File: config.mk
export PLATFORM = sky130hd
export DESIGN_NAME = uart_rx
export DESIGN_NICKNAME = d
export VERILOG_FILES = /design/src/rtl/uart_pkg.sv /design/src/rtl/sync_2ff.sv /design/src/rtl/uart_rx.sv
export SDC_FILE = /design/constraint.sdc
export NUM_CORES = 1
export LEC_CHECK = 0
export CORE_MARGIN = 3
export CORE_UTILIZATION = 40
export CTS_CLUSTER_SIZE = 28
export DETAILED_ROUTE_END_ITERATION = 7
export GPL_ROUTABILITY_DRIVEN = 0
export GPL_TIMING_DRIVEN = 0
export PLACE_DENSITY = 0.71
export SETUP_SLACK_MARGIN = 0.02
export SLEW_MARGIN = 30
export SYNTH_ARGS = -nofsm -noshare
export SYNTH_HDL_FRONTEND = slang
export SYNTH_SLANG_ARGS = --single-unit
File: constraint.sdc
create_clock -name clk -period 1.55 [get_ports clk]
set_input_delay 0.155 -clock clk [delete_from_list [all_inputs] [get_ports clk]]
set_output_delay 0.155 -clock clk [all_outputs]
set_load 0.01 [all_outputs]
File: src/rtl/uart_pkg.sv
// Shared UART definitions: FSM state encoding (common with the transmitter),
// default baud divisor and data width.
package uart_pkg;

    typedef enum logic [1:0] {
        IDLE  = 2'd0,
        START = 2'd1,
        DATA  = 2'd2,
        STOP  = 2'd3
    } uart_state_t;

    localparam int unsigned DEFAULT_CLKS_PER_BIT = 5208;
    localparam int unsigned DATA_W               = 8;

endpackage

File: src/rtl/sync_2ff.sv
// Two-flop synchroniser for an asynchronous single-bit input; the reset value
// should match the input's idle level so reset release never fakes an edge.
module sync_2ff #(
    parameter logic RESET_VAL = 1'b0
) (
    input  logic clk,
    input  logic rst_n,
    input  logic d,
    output logic q
);

    logic meta;

    always_ff @(posedge clk or negedge rst_n) begin
        if (!rst_n) begin
            meta <= RESET_VAL;
            q    <= RESET_VAL;
        end else begin
            meta <= d;
            q    <= meta;
        end
    end

endmodule

File: src/rtl/uart_rx.sv
// 8N1 UART receiver: centre-sampled bits, stop-bit check, and a valid/ack
// holding register with framing-error pulse and sticky overrun flag.
module uart_rx
    import uart_pkg::*;
#(
    parameter int unsigned CLKS_PER_BIT = DEFAULT_CLKS_PER_BIT,
    parameter int unsigned CNT_W        = 13
) (
    input  logic              clk,
    input  logic              rst_n,
    input  logic              rx,
    output logic [DATA_W-1:0] data,
    output logic              data_valid,
    input  logic              data_ack,
    output logic              frame_err,
    output logic              overrun,
    output logic              busy
);

    localparam int unsigned IDX_W = $clog2(DATA_W);
    localparam logic [CNT_W-1:0] HALF_M1  = CNT_W'(CLKS_PER_BIT / 2 - 1);
    localparam logic [CNT_W-1:0] BIT_M1   = CNT_W'(CLKS_PER_BIT - 1);
    localparam logic [IDX_W-1:0] LAST_BIT = IDX_W'(DATA_W - 1);

    uart_state_t       state;
    logic [CNT_W-1:0]  clk_count;
    logic [IDX_W-1:0]  bit_index;
    logic [DATA_W-1:0] shreg;
    logic              rx_s;
    logic              rx_prev;
    logic              start_edge;

    sync_2ff #(
        .RESET_VAL(1'b1)
    ) u_sync_rx (
        .clk  (clk),
        .rst_n(rst_n),
        .d    (rx),
        .q    (rx_s)
    );

    always_ff @(posedge clk or negedge rst_n) begin
        if (!rst_n) begin
            rx_prev <= 1'b1;
        end else begin
            rx_prev <= rx_s;
        end
    end

    // Only a falling edge starts a frame; a line stuck low is ignored.
    assign start_edge = rx_prev & ~rx_s;

    always_ff @(posedge clk or negedge rst_n) begin
        if (!rst_n) begin
            state      <= IDLE;
            clk_count  <= '0;
            bit_index  <= '0;
            shreg      <= '0;
            data       <= '0;
            data_valid <= 1'b0;
            frame_err  <= 1'b0;
            overrun    <= 1'b0;
            busy       <= 1'b0;
        end else begin
            frame_err <= 1'b0;

            if (data_ack && data_valid) begin
                data_valid <= 1'b0;
                overrun    <= 1'b0;
            end

            unique case (state)
                IDLE: begin
                    if (start_edge) begin
                        state     <= START;
                        clk_count <= '0;
                        busy      <= 1'b1;
                    end
                end

                START: begin
                    if (clk_count == HALF_M1) begin
                        clk_count <= '0;
                        if (rx_s) begin
                            state <= IDLE;
                            busy  <= 1'b0;
                        end else begin
                            state     <= DATA;
                            bit_index <= '0;
                        end
                    end else begin
                        clk_count <= clk_count + 1'b1;
                    end
                end

                DATA: begin
                    if (clk_count == BIT_M1) begin
                        clk_count <= '0;
                        shreg     <= {rx_s, shreg[DATA_W-1:1]};
                        if (bit_index == LAST_BIT) begin
                            state <= STOP;
                        end else begin
                            bit_index <= bit_index + 1'b1;
                        end
                    end else begin
                        clk_count <= clk_count + 1'b1;
                    end
                end

                STOP: begin
                    // Leave mid-stop-bit so a closely following start bit is caught.
                    if (clk_count == BIT_M1) begin
                        clk_count <= '0;
                        state     <= IDLE;
                        busy      <= 1'b0;
                        if (rx_s) begin
                            data       <= shreg;
                            data_valid <= 1'b1;
                            if (data_valid && !data_ack) begin
                                overrun <= 1'b1;
                            end
                        end else begin
                            frame_err <= 1'b1;
                        end
                    end else begin
                        clk_count <= clk_count + 1'b1;
                    end
                end
            endcase
        end
    end

endmodule

==> impl_metrics.ini, run 1 <==
[layout]
insertedDiodeCount = 0
ff_latch_area_mm2 = 0.00104
areaGrowthSynthToFinish_pct = 35.6
final_common_cell = dfrtp_1
multiInputGateArea_mm2 = 0.00112
drive_gt1_share_pct = 36.9
nFillCells = 414
fin_nets = 239
finalNonFillerCells = 300
fin_area_mm2 = 0.00276
final_cell_mix = 32 x dfrtp_1, 29 x nand2_1, 15 x mux2_2, 15 x buf_4, 14 x clkdlybuf4s50_1
final_core_utilization_pct = 57.3

[yosys]
synth_cell_type_count = 38
synthArstFlopShare_pct = 100
synth_compound_area_share_pct = 11.2
ys.flop_type = dfrtp_1
synthMuxAreaShare_pct = 8.30
netlist_instances = 191
synth_top_area_share_pct = 46.7
synth_top_area_cell = dfrtp_1
ys_ff_latch = 41
synth-edff-count = 0
synth_top_family_by_area = simple AND/OR/NAND/NOR gates
synth_seq_area_share_pct = 50.6
synth_area_leaders = dfrtp_1 47%, mux2_2 8.3%, nand2_1 5.5%
synthSimpleGateAreaFrac_pct = 23.7
avgSynthCellArea_um2 = 10.7
synth_xor_area_share_pct = 1.29
ys.warnings.count = 0
synth.net_count = 198
syn_area_mm2 = 0.00204
synth_adder_area_share_pct = 1.84

[sta]
layout_min_cycle_time_ns = 1.64
fin_hold_ws_ns = 0.260
setup_slack_ns = -0.0942
setup_violations = 23
slew_headroom_pct = 76.9
grt_setup_unrepaired = true
tightest_slew_ns = 0.346
finalCritPeriodShare_pct = 106
fin_setup_tns_ns = -0.969
max_freq_ghz = 0.608
finalClockSkew_ns = 0.00408
slew_viol_final = 0
finalHoldViolCount = 0

[grt]
grt-ovfl-total = 0
grt_pass1_vias = 1566
grt_pass1_wl_um = 7690
antenna_found_initial = 0
grt.total_usage_pct = 16.3
grt_max_degree = 30

[die]
fp.dieW_um = 77.3
initial_core_util_pct = 42.3
core_area_mm2 = 0.00482
rows = 25
ios = 16
dieArea_mm2 = 0.00598
fp.dieH_um = 77.3

[placement]
pre_cts_slack_ns = -0.404
dpl.cell_count = 274
dpl.hpwl_um = 2760
place_area_mm2 = 0.00229
port_buffers = 15

[critical_path]
cp_max_fo = 6
rr_worst_depth = 6
arrival_ns = 1.82
crit_path_end_kind = flip-flop
start_kind = flip-flop
path_class = reg -> reg
critPathRequiredTime_ns = 1.72

[clock_tree]
cts_tree = done
cts_inserted_buffers = 5
clock-sinks = 41
cts_root_buf = clkbuf_8
h-tree-depth = 2
insertion_delay_ns = 0.30
clockBufferDepth = 2
cts.clk_slew.worst_paths_ns = 0.08

[pwr]
p_comb_share_pct = 34.0
ir_worst_vdd_mv = 0.675
p_seq_share_pct = 39.9
power_density_mw_per_mm2 = 1190
power.share.clock_pct = 26.1
p_switching_mw = 1.12
power_mw = 3.27
switching_share_pct = 34.2
power_leakage_nw = 1.21
intPower_mw = 2.15

[detailed_routing]
vias = 1638
avgViaCountPerCell = 5.46
drt_iter0_markers = 122
wl_per_cell_um = 14.8
first_pass_iters = 4
ant_nets = 0
drcViolationCount = 0
wl_um = 4450

[min_path]
holdPathStages = 1
min_path_type = in -> reg

[run]
maxCapViolations = 0

[run_status]
outcome = complete, but fails checks
violations = negative setup slack
-- power groups by stage --
stage          clock (mW)  sequential [mW]  combinational [mW]
3_3_place_gp            0             1.30               0.678
3_5_place_dp            0             1.31               0.697
5_1_grt             0.933             1.32                1.23
6_report            0.854             1.30                1.11
4_1_cts             0.874             1.30                1.01
2_1_floorplan           0             1.28               0.497
-- worst max-delay path: stages (launching register included) --
cell and delay [ns]:
dfrtp_1 0.40, ha_4 0.19, nor4b_4 0.31, a311oi_4 0.19, buf_4 0.17, o211ai_1 0.15, o211ai_1 0.12
-- per-layer routing --
metal / wire length, µm / share of wire [%] / vias to the layer above / track usage, %
li1: - / - / 787 / -
met1: 1980 / 44 / 819 / 20.8
met2: 2260 / 51 / 23 / 26.9
met3: 132 / 3.0 / 9 / 3.48
met4: 85 / 1.9 / 0 / 6.41
met5: 0 / 0 / - / 0
-- registers in the layout, indices dropped and copies added, names as in the netlist, named ones only --
signal          count
bit_index           3
busy                1
clk_count          13
data                8
data_valid          1
frame_err           1
rx_prev             1
shreg               8
state               1
u_sync_rx.meta      1
u_sync_rx.q         1
-- synth_stat cells (3+ instances only) --
cell type  instances
inv_1              7
nand3_1           12
xnor2_1            3
o211ai_1           3
and4bb_2           6
nor2b_1            4
a211o_1            3
o22ai_1            6
nor3_1             3
buf_2              5
a31oi_1            3
dfrtp_1           38
mux2_2            15
ha_1               3
o21ai_0            9
nand2_1           30
nand4_1            3
nor4_1             7
dfstp_2            3
nor2_1             5
-- repair_timing --
item	CTS	global route
hold endpoints to repair	12	0
resized for setup	37	14
setup endpoints to repair	36	36
setup buffers	13	4
gates cloned	1	0
pin swaps	15	13
hold buffers	1	0
-- cell families after synthesis --
group	Yosys count
xor+xnor	3
flops	41
buf+inv	15
mux	15
compound gates	33
fa+ha+maj	3
simple gates	81
-- path summary, 6_finish.rpt --
kind,startpoint,endpoint,slack (ns)
setup / recovery,clk_count[0],clk_count[12],-0.09
hold / removal,rx,u_sync_rx.meta,0.26
setup reg to reg,clk_count[0],clk_count[12],-0.09
hold reg to reg,u_sync_rx.meta,u_sync_rx.q,0.36
max in group asynchronous,rst_n,u_sync_rx.q,0.73
min in group asynchronous,rst_n,clk_count[1],0.29
-- final cells by class --
cell class / count / share of cell area, %
Clock inverter: 2 / 1.41
Timing Repair Buffer: 34 / 11.4
Multi-Input combinational cell: 136 / 40.7
Inverter: 7 / 0.952
Buffer: 7 / 2.36
Sequential cell: 41 / 37.6
Clock buffer: 6 / 2.63
Tap cell: 67 / 3.04
No activity file was read; power rests on OpenSTA's default activity.
==> inputs of run 2 (changes only) <==
--- a/config.mk
+++ b/config.mk
@@ -10,7 +10,6 @@
 export CTS_CLUSTER_SIZE = 28
 export DETAILED_ROUTE_END_ITERATION = 7
 export GPL_ROUTABILITY_DRIVEN = 0
-export GPL_TIMING_DRIVEN = 0
 export PLACE_DENSITY = 0.71
 export SETUP_SLACK_MARGIN = 0.02
 export SLEW_MARGIN = 30
==> run 2 against run 1 <==
  * The run still ends with negative setup slack left
  * Worst hold slack worse by 0.0050 ns
  * Wire length increased by 9.6%
  * Die area stayed put
  * Clock skew up 0.0023 ns
  * Via count grew 5.0%
  * Cell count rose by 3.3%
  * Utilization grew 2.0 points
  * Critical path depth fell by 1
  * Critical path type unchanged
  * Largest power group unchanged
==> impl_metrics.ini, run 2 (same netlist as run 1, synthesis figures left out) <==
[clock_tree]
insertion_delay_ns = 0.30
clock-sinks = 41
cts_tree = done
cts_inserted_buffers = 5
cts.clk_slew.worst_paths_ns = 0.08
clockBufferDepth = 2
h-tree-depth = 2
cts_root_buf = clkbuf_8

[sta]
fin_setup_tns_ns = -1.38
slew_viol_final = 0
finalClockSkew_ns = 0.00633
tightest_slew_ns = 0.506
slew_headroom_pct = 66.3
layout_min_cycle_time_ns = 1.64
grt_setup_unrepaired = true
setup_slack_ns = -0.0863
max_freq_ghz = 0.611
finalCritPeriodShare_pct = 106
setup_violations = 29
finalHoldViolCount = 0

[pwr]
power_mw = 3.47
p_seq_share_pct = 38.2
p_switching_mw = 1.20
ir_worst_vdd_mv = 0.576
switching_share_pct = 34.6
power_density_mw_per_mm2 = 1210
intPower_mw = 2.27
p_comb_share_pct = 36.6
power.share.clock_pct = 25.2
power_leakage_nw = 1.25

[grt]
use_met2_pct = 28.8
gr-usage-met3_pct = 2.44
use_met1_pct = 21.0
grt_max_degree = 23
antenna_found_initial = 0
grt.total_usage_pct = 16.5
grt-ovfl-total = 0
grt_pass1_wl_um = 7940
busiest_layer = met2
grt_pass1_vias = 1675

[detailed_routing]
first_pass_iters = 4
wl_per_cell_um = 15.7
drcViolationCount = 0
vias = 1720
wl_um = 4880
avgViaCountPerCell = 5.55
ant_nets = 0
drt_iter0_markers = 81

[run_status]
violations = negative setup slack
outcome = complete, but fails checks

[critical_path]
path_class = reg -> reg
reg2reg_slack_ns = -0.09
setup.worst_path.end = clk_count[3]
start_kind = flip-flop
r2r-end = clk_count[3]
crit_path_end_kind = flip-flop
arrival_ns = 1.84
rr_worst_depth = 5
critPathRequiredTime_ns = 1.75
critPathLaunch = clk_count[3]
cp_max_fo = 4
r2r_start = clk_count[3]

[layout]
top_regs = clk_count x13, data x8, shreg x8
areaGrowthSynthToFinish_pct = 40.3
insertedDiodeCount = 0
fin_nets = 249
top_register = clk_count
final_cell_mix = 35 x dfrtp_1, 29 x nand2_1, 29 x buf_4
final_common_cell = dfrtp_1
drive_gt1_share_pct = 39.9
largest_reg_flops = 13

[run]
maxCapViolations = 0

[die]
rows = 25
core_area_mm2 = 0.00482
fp.dieW_um = 77.3
initial_core_util_pct = 42.3
fp.dieH_um = 77.3
dieArea_mm2 = 0.00598
ios = 16

[placement]
port_buffers = 15
dpl.hpwl_um = 3250

[min_path]
min_path_type = in -> reg
## run 2: cell count changes in the layout (fill, tap and decap cells not counted), sizes merged
cell / before / now
buf: 25 / 37
clkbuf: 7 / 6
nand4: 6 / 5
## run 2: worst min path at each step
stage / startpoint / cells after the start / endpoint
floorplan: rst_n / 0 / asynchronous set/reset pin
global placement: rst_n / 1 / asynchronous set/reset pin
detailed placement: rst_n / 1 / data[0]
CTS: rx / 1 / u_sync_rx.meta
global route: rx / 1 / u_sync_rx.meta
finish: rx / 1 / u_sync_rx.meta
## run 2: cell type report
type                            count  area, µm²
Timing Repair Buffer               52        469
Fill cell                         400       1960
Inverter                            7       26.3
Tap cell                           67       83.8
Multi-Input combinational cell    135       1130
Clock inverter                      2       38.8
Clock buffer                        6       72.6
Sequential cell                    41       1030
## run 2: metal layers
layer	wire, µm	up-vias
met5	0	-
met4	56	0
met3	161	7
met2	2490	44
met1	2170	862
li1	-	807
## run 2: power by group through the flow
stage               registers [mW]  clock network, mW  logic, mW
floorplan                     1.28                  0      0.497
global placement              1.30                  0      0.902
detailed placement            1.30                  0      0.922
CTS                           1.30              0.887       1.07
global route                  1.34              0.932       1.37
finish                        1.32              0.872       1.27
## run 2: repair_timing
item | in CTS | in global routing
hold endpoints to repair | 19 | 0
hold buffers | 1 | 0
pin swaps | 14 | 16
resized for setup | 23 | 20
gates cloned | 1 | 0
setup endpoints to repair | 34 | 36
setup buffers | 3 | 0
## run 2: worst max-delay path: stages (launching register included)
cell,delay [ns]
dfrtp_2,0.45
and4bb_2,0.27
a311oi_4,0.39
nor2_2,0.10
buf_6,0.14
o211ai_1,0.20
## run 2: metrics by stage
stage          cell area (µm²)  hold slack, ns  worst slack (ns)  utilization, %  cells
2_1_floorplan             2040          -0.141            0.0197               -    191
3_3_place_gp              2500           0.155           -0.0615            51.8    297
3_5_place_dp              2500           0.158            -0.123            51.8    297
4_1_cts                   2750           0.255           -0.0205            57.0    310
5_1_grt                   2860           0.262            -0.158            59.3    310
6_report                  2860           0.255           -0.0863            59.3    310
==> inputs of run 3 (changes only) <==
--- a/config.mk
+++ b/config.mk
@@ -11,7 +11,6 @@
 export DETAILED_ROUTE_END_ITERATION = 7
 export GPL_ROUTABILITY_DRIVEN = 0
 export PLACE_DENSITY = 0.71
-export SETUP_SLACK_MARGIN = 0.02
 export SLEW_MARGIN = 30
 export SYNTH_ARGS = -nofsm -noshare
 export SYNTH_HDL_FRONTEND = slang
==> run 3 against run 2 <==
  * The run still ends with negative setup slack left
  * Sequential cell count did not move
  * Largest cell class unchanged
  * Worst setup slack got worse by 0.019 ns
  * Register-to-register slack got worse by 0.02 ns
  * Critical path type unchanged
  * Wire length rose by 2.9%
  * First-iteration DRC count rose by 9.9%
  * Maximum frequency fell by 1.2%
  * Die area did not move
  * Combinational power barely moved
  * Clock power rose by 4.2%
  * Sequential power barely moved
  * Via count rose by 0.87%
  * Global-route usage rose by 0.75 points
==> impl_metrics.ini, run 3 (same netlist as run 1, synthesis figures left out) <==
[clock_tree]
h-tree-depth = 2
clockBufferDepth = 2
cts.clk_slew.worst_paths_ns = 0.08
cts_tree = done
insertion_delay_ns = 0.30
clock-sinks = 41
cts_root_buf = clkbuf_8
cts_inserted_buffers = 5

[grt]
grt.total_usage_pct = 17.3
grt_pass1_vias = 1727
grt_pass1_wl_um = 8260
antenna_found_initial = 0
grt_max_degree = 22
grt-ovfl-total = 0

[detailed_routing]
ant_nets = 0
vias = 1735
wl_per_cell_um = 15.7
first_pass_iters = 4
wl_um = 5020
drcViolationCount = 0
drt_iter0_markers = 89
avgViaCountPerCell = 5.42

[min_path]
min_path_type = in -> async

[pwr]
intPower_mw = 2.34
ir_worst_vdd_mv = 0.834
p_seq_share_pct = 37.5
power_leakage_nw = 1.31
p_switching_mw = 1.17
power_density_mw_per_mm2 = 1220
p_comb_share_pct = 36.5
power.share.clock_pct = 26.0
switching_share_pct = 33.3

[placement]
dpl.hpwl_um = 3190
port_buffers = 15
dpl.cell_count = 299
pre_cts_slack_ns = -0.170

[critical_path]
start_kind = flip-flop
arrival_ns = 1.84
crit_path_end_kind = flip-flop
path_class = reg -> reg
rr_worst_depth = 6
critPathRequiredTime_ns = 1.73
cp_max_fo = 5

[layout]
drive_gt1_share_pct = 39.9
final_cell_mix = 41 x buf_4, 34 x dfrtp_1, 29 x nand2_1
finalNonFillerCells = 320
top_register = clk_count
insertedDiodeCount = 0
largest_reg_flops = 13
areaGrowthSynthToFinish_pct = 41.0
nFillCells = 398
final_core_utilization_pct = 59.6
top_regs = clk_count x13, data x8, shreg x8
fin_nets = 259
final_common_cell = buf_4

[run_status]
outcome = complete, but fails checks
violations = negative setup slack

[die]
rows = 25
ios = 16
core_area_mm2 = 0.00482
initial_core_util_pct = 42.3
dieArea_mm2 = 0.00598
fp.dieW_um = 77.3
fp.dieH_um = 77.3

[sta]
slew_headroom_pct = 77.3
layout_min_cycle_time_ns = 1.66
finalClockSkew_ns = 0.00594
setup_slack_ns = -0.106
fin_setup_tns_ns = -1.43
grt_setup_unrepaired = true
setup_violations = 30
max_freq_ghz = 0.604
finalCritPeriodShare_pct = 107
slew_viol_final = 0
tightest_slew_ns = 0.340
finalHoldViolCount = 0

[run]
maxCapViolations = 0
run 3: final cells by class:
class | count | area (µm²) | share of cell area [%]
inverter | 7 | 26.3 | 0.915
clock inverter | 2 | 37.5 | 1.31
tap | 67 | 83.8 | 2.92
clock buffer | 6 | 82.6 | 2.88
sequential | 41 | 1030 | 36.1
multi-input combinational | 136 | 1100 | 38.2
timing repair buffer | 61 | 508 | 17.7
run 3: critical path, cell delays in order, from the launching register on:
cell      delay, ns
dfrtp_1        0.40
ha_4           0.17
buf_4          0.11
and4bb_4       0.32
nand4_4        0.11
buf_6          0.16
mux2_2         0.26
run 3: timing repair:
action | CTS | global route
endpoints found under the hold margin | 38 | 0
gates resized for setup | 17 | 24
hold buffers | 1 | 0
pin swaps | 14 | 14
endpoints found under the setup margin | 35 | 36
setup buffers | 4 | 5
gates cloned | 1 | 2
run 3: power by group through the flow:
stage | combinational [mW] | clock [mW] | sequential, mW
finish | 1.28 | 0.909 | 1.31
global route | 1.38 | 0.973 | 1.33
CTS | 1.11 | 0.923 | 1.29
detailed placement | 0.943 | 0 | 1.30
global placement | 0.927 | 0 | 1.29
floorplan | 0.492 | 0 | 1.28
run 3: path summary, 6_finish.rpt:
kind                                      from              to  slack [ns]
min in group clk                            rx  u_sync_rx.meta        0.26
worst min-delay path                     rst_n    clk_count[5]        0.22
worst max register to register    clk_count[0]        shreg[0]       -0.11
worst max-delay path              clk_count[0]        shreg[0]       -0.11
max in group asynchronous                rst_n         rx_prev        0.81
worst min register to register  u_sync_rx.meta     u_sync_rx.q        0.36
run 3: routing by layer:
metal	vias to the layer above	global-route usage, %	part of all wire (%)
met5	-	0	0
met4	0	6.76	1.7
met2	38	28.5	50
li1	829	-	-
met3	10	3.48	3.6
met1	858	22.3	45
run 3: through the flow:
stage	total power [mW]	hold WS (ns)	area, µm²
3_5_place_dp	2.24	0.00647	2480
6_report	3.50	0.219	2870
4_1_cts	3.33	0.226	2720
2_1_floorplan	1.77	-0.141	2040
5_1_grt	3.69	0.226	2870
3_3_place_gp	2.22	0.00819	2480
